File: config.mk
export PLATFORM = sky130hd
export DESIGN_NAME = branch_predict_ctrl
export DESIGN_NICKNAME = d
export VERILOG_FILES = /design/src/rtl/branch_predict_ctrl.sv
export SDC_FILE = /design/constraint.sdc
export NUM_CORES = 2
export LEC_CHECK = 0
export CAP_MARGIN = 20
export CORE_MARGIN = 10
export CORE_UTILIZATION = 45
export DETAILED_ROUTE_END_ITERATION = 16
export GPL_ROUTABILITY_DRIVEN = 0
export GPL_TIMING_DRIVEN = 0
export PLACE_DENSITY = 0.7
export SYNTH_ARGS = -nofsm -noshare
export SYNTH_HDL_FRONTEND = slang
export SYNTH_SLANG_ARGS = --single-unit
File: constraint.sdc
create_clock -name clk -period 5.9 [get_ports clk]
set_clock_uncertainty 0.05 [all_clocks]
set_input_delay 0.885 -clock clk [delete_from_list [all_inputs] [get_ports clk]]
set_output_delay 0.885 -clock clk [all_outputs]
set_load 0.005 [all_outputs]
File: src/rtl/branch_predict_ctrl.sv
// Branch direction/target predictor: direct-mapped BTB with 2-bit counters,
// EX-stage table update, misprediction flush/redirect and saturating statistics.
module branch_predict_ctrl #(
  parameter int unsigned XLEN    = 32,
  parameter int unsigned ENTRIES = 16,
  parameter int unsigned CNT_W   = 16
) (
  input  logic             clk,
  input  logic             rst,
  input  logic [XLEN-1:0]  if_pc,
  output logic             if_pred_taken,
  output logic [XLEN-1:0]  if_pred_target,
  input  logic             ex_valid,
  input  logic             ex_stall,
  input  logic             ex_is_branch,
  input  logic [XLEN-1:0]  ex_pc,
  input  logic [XLEN-1:0]  ex_target,
  input  logic             ex_taken,
  input  logic             ex_pred_taken,
  input  logic [XLEN-1:0]  ex_pred_target,
  output logic             flush,
  output logic [XLEN-1:0]  redirect_pc,
  output logic [CNT_W-1:0] branch_cnt,
  output logic [CNT_W-1:0] mispred_cnt
);

  localparam int unsigned IDX_W = $clog2(ENTRIES);
  localparam int unsigned TAG_W = XLEN - IDX_W - 2;

  logic [ENTRIES-1:0] valid_q, valid_d;
  logic [TAG_W-1:0]   tag_q    [ENTRIES];
  logic [TAG_W-1:0]   tag_d    [ENTRIES];
  logic [XLEN-1:0]    target_q [ENTRIES];
  logic [XLEN-1:0]    target_d [ENTRIES];
  logic [1:0]         ctr_q    [ENTRIES];
  logic [1:0]         ctr_d    [ENTRIES];
  logic [CNT_W-1:0]   branch_cnt_q, branch_cnt_d;
  logic [CNT_W-1:0]   mispred_cnt_q, mispred_cnt_d;

  logic [IDX_W-1:0] if_idx, ex_idx;
  logic [TAG_W-1:0] if_tag, ex_tag;
  logic             if_hit, ex_hit;
  logic [XLEN-1:0]  if_pc_plus4, ex_pc_plus4;
  logic             upd, mispredict;

  assign if_idx      = if_pc[IDX_W+1:2];
  assign if_tag      = if_pc[XLEN-1:IDX_W+2];
  assign ex_idx      = ex_pc[IDX_W+1:2];
  assign ex_tag      = ex_pc[XLEN-1:IDX_W+2];
  assign if_pc_plus4 = if_pc + XLEN'(4);
  assign ex_pc_plus4 = ex_pc + XLEN'(4);

  // IF lookup reads pre-edge table contents; no bypass from the EX write
  always_comb begin
    if_hit         = valid_q[if_idx] && (tag_q[if_idx] == if_tag);
    if_pred_taken  = !rst && if_hit && ctr_q[if_idx][1];
    if_pred_target = if_pred_taken ? target_q[if_idx] : if_pc_plus4;
  end

  // Misprediction detection and pipeline redirect
  always_comb begin
    upd        = ex_valid && !ex_stall && !rst;
    ex_hit     = valid_q[ex_idx] && (tag_q[ex_idx] == ex_tag);
    mispredict = 1'b0;
    if (ex_is_branch) begin
      mispredict = (ex_taken != ex_pred_taken) ||
                   (ex_taken && ex_pred_taken && (ex_pred_target != ex_target));
    end else begin
      mispredict = ex_pred_taken;
    end
    mispredict  = mispredict && upd;
    flush       = mispredict;
    redirect_pc = '0;
    if (mispredict) begin
      redirect_pc = (ex_is_branch && ex_taken) ? ex_target : ex_pc_plus4;
    end
  end

  // Table and statistics next state
  always_comb begin
    valid_d       = valid_q;
    tag_d         = tag_q;
    target_d      = target_q;
    ctr_d         = ctr_q;
    branch_cnt_d  = branch_cnt_q;
    mispred_cnt_d = mispred_cnt_q;
    if (upd) begin
      if (ex_is_branch) begin
        if (ex_hit) begin
          target_d[ex_idx] = ex_target;
          if (ex_taken) begin
            if (ctr_q[ex_idx] != 2'b11) ctr_d[ex_idx] = ctr_q[ex_idx] + 2'd1;
          end else begin
            if (ctr_q[ex_idx] != 2'b00) ctr_d[ex_idx] = ctr_q[ex_idx] - 2'd1;
          end
        end else if (ex_taken) begin
          valid_d[ex_idx]  = 1'b1;
          tag_d[ex_idx]    = ex_tag;
          target_d[ex_idx] = ex_target;
          ctr_d[ex_idx]    = 2'b10;
        end
      end else if (ex_pred_taken) begin
        // Stale or aliased entry predicted a non-branch as taken
        valid_d[ex_idx] = 1'b0;
      end
      if (ex_is_branch && (branch_cnt_q != '1)) begin
        branch_cnt_d = branch_cnt_q + CNT_W'(1);
      end
      if (mispredict && (mispred_cnt_q != '1)) begin
        mispred_cnt_d = mispred_cnt_q + CNT_W'(1);
      end
    end
  end

  always_ff @(posedge clk) begin
    if (rst) begin
      valid_q       <= '0;
      tag_q         <= '{default: '0};
      target_q      <= '{default: '0};
      ctr_q         <= '{default: 2'b01};
      branch_cnt_q  <= '0;
      mispred_cnt_q <= '0;
    end else begin
      valid_q       <= valid_d;
      tag_q         <= tag_d;
      target_q      <= target_d;
      ctr_q         <= ctr_d;
      branch_cnt_q  <= branch_cnt_d;
      mispred_cnt_q <= mispred_cnt_d;
    end
  end

  assign branch_cnt  = branch_cnt_q;
  assign mispred_cnt = mispred_cnt_q;

endmodule

==> impl_metrics.tcl <==
set metrics [dict create \
    start_util_pct 45.2 \
    violations "negative setup slack" \
    drt-initial-drc-count 6847 \
    grt_pass1_wl_um 293000 \
    drive_above_1_share_pct 16.6 \
    setup_ws_ps -261 \
    synth_top_area_share_pct 39.8 \
    slew_violations 0 \
    cts_tree "done" \
    cts.sinks 1008 \
    layout_commonest_cell "nor2_1" \
    htree_num_levels 3 \
    synth_seq_cells 1008 \
    busiest_layer "met2" \
    post-route-period-util_pct 104 \
    clockBufferDepth 3 \
    yosys.area.top_type "dfxtp_1" \
    status "finished, violations left" \
    drc 0 \
    critPathSlowestCell "clkdlybuf4s50_1" \
    power.total_mw 15.5 \
    track_usage_pct 31.6 \
    max_freq_mhz 162 \
    critical-path-top-delay-family "buffers and inverters" \
    cap_violations 0 \
    syn_to_final_growth_pct 16.8 \
    critPathMaxFanout 10 \
    crit_arrival_ps 5230 \
    crit_chain "clkdlybuf4s15_1 > clkbuf_8 > clkbuf_8 > buf_8 > mux4_2 > mux4_2 > xnor2_2 > nand4_1 > nor3_4 > and4_4 > buf_12 > buf_8 > nand2_1 > o21ai_2 > clkdlybuf4s50_1" \
    crit_type "in -> out" \
    hold_depth 2 \
    numCtsBuffers 108 \
    synthTopCellsByArea "dfxtp_1 (40%), mux2i_1 (20%), mux4_2 (16%)" \
    synth_edf_count 0 \
    synth_flop_cell "dfxtp_1" \
    synthArstFlopShare_pct 0 \
    worstPathBufferInverterCount 7 \
    cp.depth 15 \
    worst_ep_required_time_ps 4970 \
    worstMarginPinSlew_ps 1420 \
    die-area_sq_mm 0.127 \
    fin_crit_ps 6160 \
    synthCells 4802 \
    use_met2_pct 42.6 \
    netlist_area_sq_mm 0.0507 \
    grt_max_degree 20 \
    setup_violations 27 \
    final_cell_mix "nor2_1 (1024), dfxtp_1 (1008), mux2i_1 (1007)" \
    holdCritPathClass "reg -> reg" \
    synth_area_per_cell_sq_um 10.6 \
    drtPass1Iterations 7 \
    cts.clk_slew.worst_paths_ps 60 \
    ctsHoldBuffers 0 \
    use_met1_pct 40.6 \
    antenna_found_initial 12 \
    dp_hpwl_um 151000 \
    synth.distinct_cells 73 \
    nFillCells 9804 \
    finalInstanceArea_sq_mm 0.0593 \
    max-slew-margin-rel_pct 5.01 \
    post_drt_via_cell_ratio 6.43 \
    nets 5273 \
    post_dp_cell_area_sq_mm 0.0548 \
    rr_worst_depth 13 \
    totalWireLength_um 209000 \
    fp.dieH_um 356 \
    wl_per_cell_um 31.1 \
    p_per_area_mw_per_mm2 262 \
    die_w_um 356 \
    vdd_drop_max_uv 229 \
    p_leak_nw 27.7 \
    end_kind "output port" \
    synth.net_count 4947 \
    vias 43196 \
    max_stage_delay_ps 540 \
    core_area_sq_mm 0.112 \
    synth_seq_area_share_pct 39.8 \
    hold_viol 0 \
    grt_pass1_vias 40867 \
    grtUsageMet3_pct 16.2 \
    clock_latency_ps 730 \
    rows 123 \
    start_kind "input port" \
    cts_root_buffer "clkbuf_16" \
    pin_count 233 \
    overflow 0 \
    port_buffers 190 \
    rsz0062_at_grt "true" \
    postRouteAntennaNets 0 \
    ys.warnings.count 0 \
]
cell usage after synthesis (16+ instances only):
master	n
a211oi_1	52
a21oi_1	52
a22oi_1	16
a311oi_1	16
a31oi_1	23
a41oi_1	17
and3_1	21
buf_1	46
buf_2	65
buf_4	41
buf_6	22
buf_8	22
clkbuf_1	302
dfxtp_1	1008
mux2i_1	1008
mux4_2	360
nand2_1	139
nand2b_1	24
nand3_1	49
nand4_1	21
nor2_1	1026
o21ai_0	58
o21ai_1	41
xnor2_1	67
xor2_1	91
power by group:
part           switching (mW)  internal (mW)  total (mW)
registers             0.00685           6.81        6.82
clock network            3.02           4.27        7.29
logic                    1.01          0.416        1.42
layout make-up:
type / instances / area, sq um / share of cell area (%)
repair buffers: 221 / 2330 / 3.94
plain buffers: 493 / 2830 / 4.77
flip-flops and latches: 1008 / 20200 / 34.1
multi-input cells: 3279 / 28200 / 47.6
well taps: 1500 / 1880 / 3.17
clock buffers: 158 / 3230 / 5.46
inverters: 17 / 63.8 / 0.108
clock inverters: 37 / 539 / 0.910
diodes: 3 / 7.51 / 0.0127
worst reg2reg max path, delay by kind of cell (launching register included):
kind | cells | cell delay [ps]
xor+xnor | 1 | 400
flops | 1 | 330
simple gates | 3 | 1300
buf+inv | 3 | 1020
mux | 2 | 650
compound gates | 4 | 870
through the flow:
| stage | TNS (ps) | hold WS (ps) | worst slack [ps] | util, % | instances |
|---|---|---|---|---|---|
| 2_1_floorplan | 0 | 389 | 785 | - | 4802 |
| 3_3_place_gp | -862170 | 398 | -3450 | 48.6 | 6492 |
| 3_5_place_dp | -905460 | 403 | -3420 | 48.8 | 6508 |
| 4_1_cts | 0 | 416 | 2.87 | 52.6 | 6705 |
| 5_1_grt | -91.4 | 429 | -48.8 | 52.8 | 6714 |
| 6_report | -1620 | 417 | -261 | 52.8 | 6716 |
routing by layer:
layer,vias to the layer above,part of all wire [%]
met1,21147,37
met2,3440,39
li1,17746,-
met4,22,6.4
met3,841,17
met5,-,0.31
logic make-up (layout without fill, tap and decap cells):
family | after synthesis | in the layout | share of synthesized area, %
flops | 1008 | 1008 | 39.8
buf+inv | 515 | 926 | 5.09
simple gates | 1381 | 1381 | 11.3
compound gates | 345 | 345 | 4.57
mux | 1385 | 1385 | 36.3
other cells | 0 | 3 | 0
xor+xnor | 158 | 158 | 2.73
fa+ha+maj | 10 | 10 | 0.247
sequential cells by signal, summed over array words and instances, names as in the netlist, named ones only:
name,cells
branch_cnt,16
ctr_q,32
mispred_cnt,16
tag_q,416
target_q,512
timing repair:
action	4_1_cts	5_1_grt
setup endpoints to repair	557	326
gates resized for setup	192	63
pin swaps	7	6
buffers inserted	7	1
worst paths after layout:
path / startpoint / endpoint / slack [ps]
setup / recovery: if_pc[3] / if_pred_target[9] / -260
hold reg to reg: target_q[124] / target_q[124] / 420
setup reg to reg: tag_q[314] / target_q[105] / 1210
hold / removal: target_q[124] / target_q[124] / 420
Power figures use the tool's default switching activity.
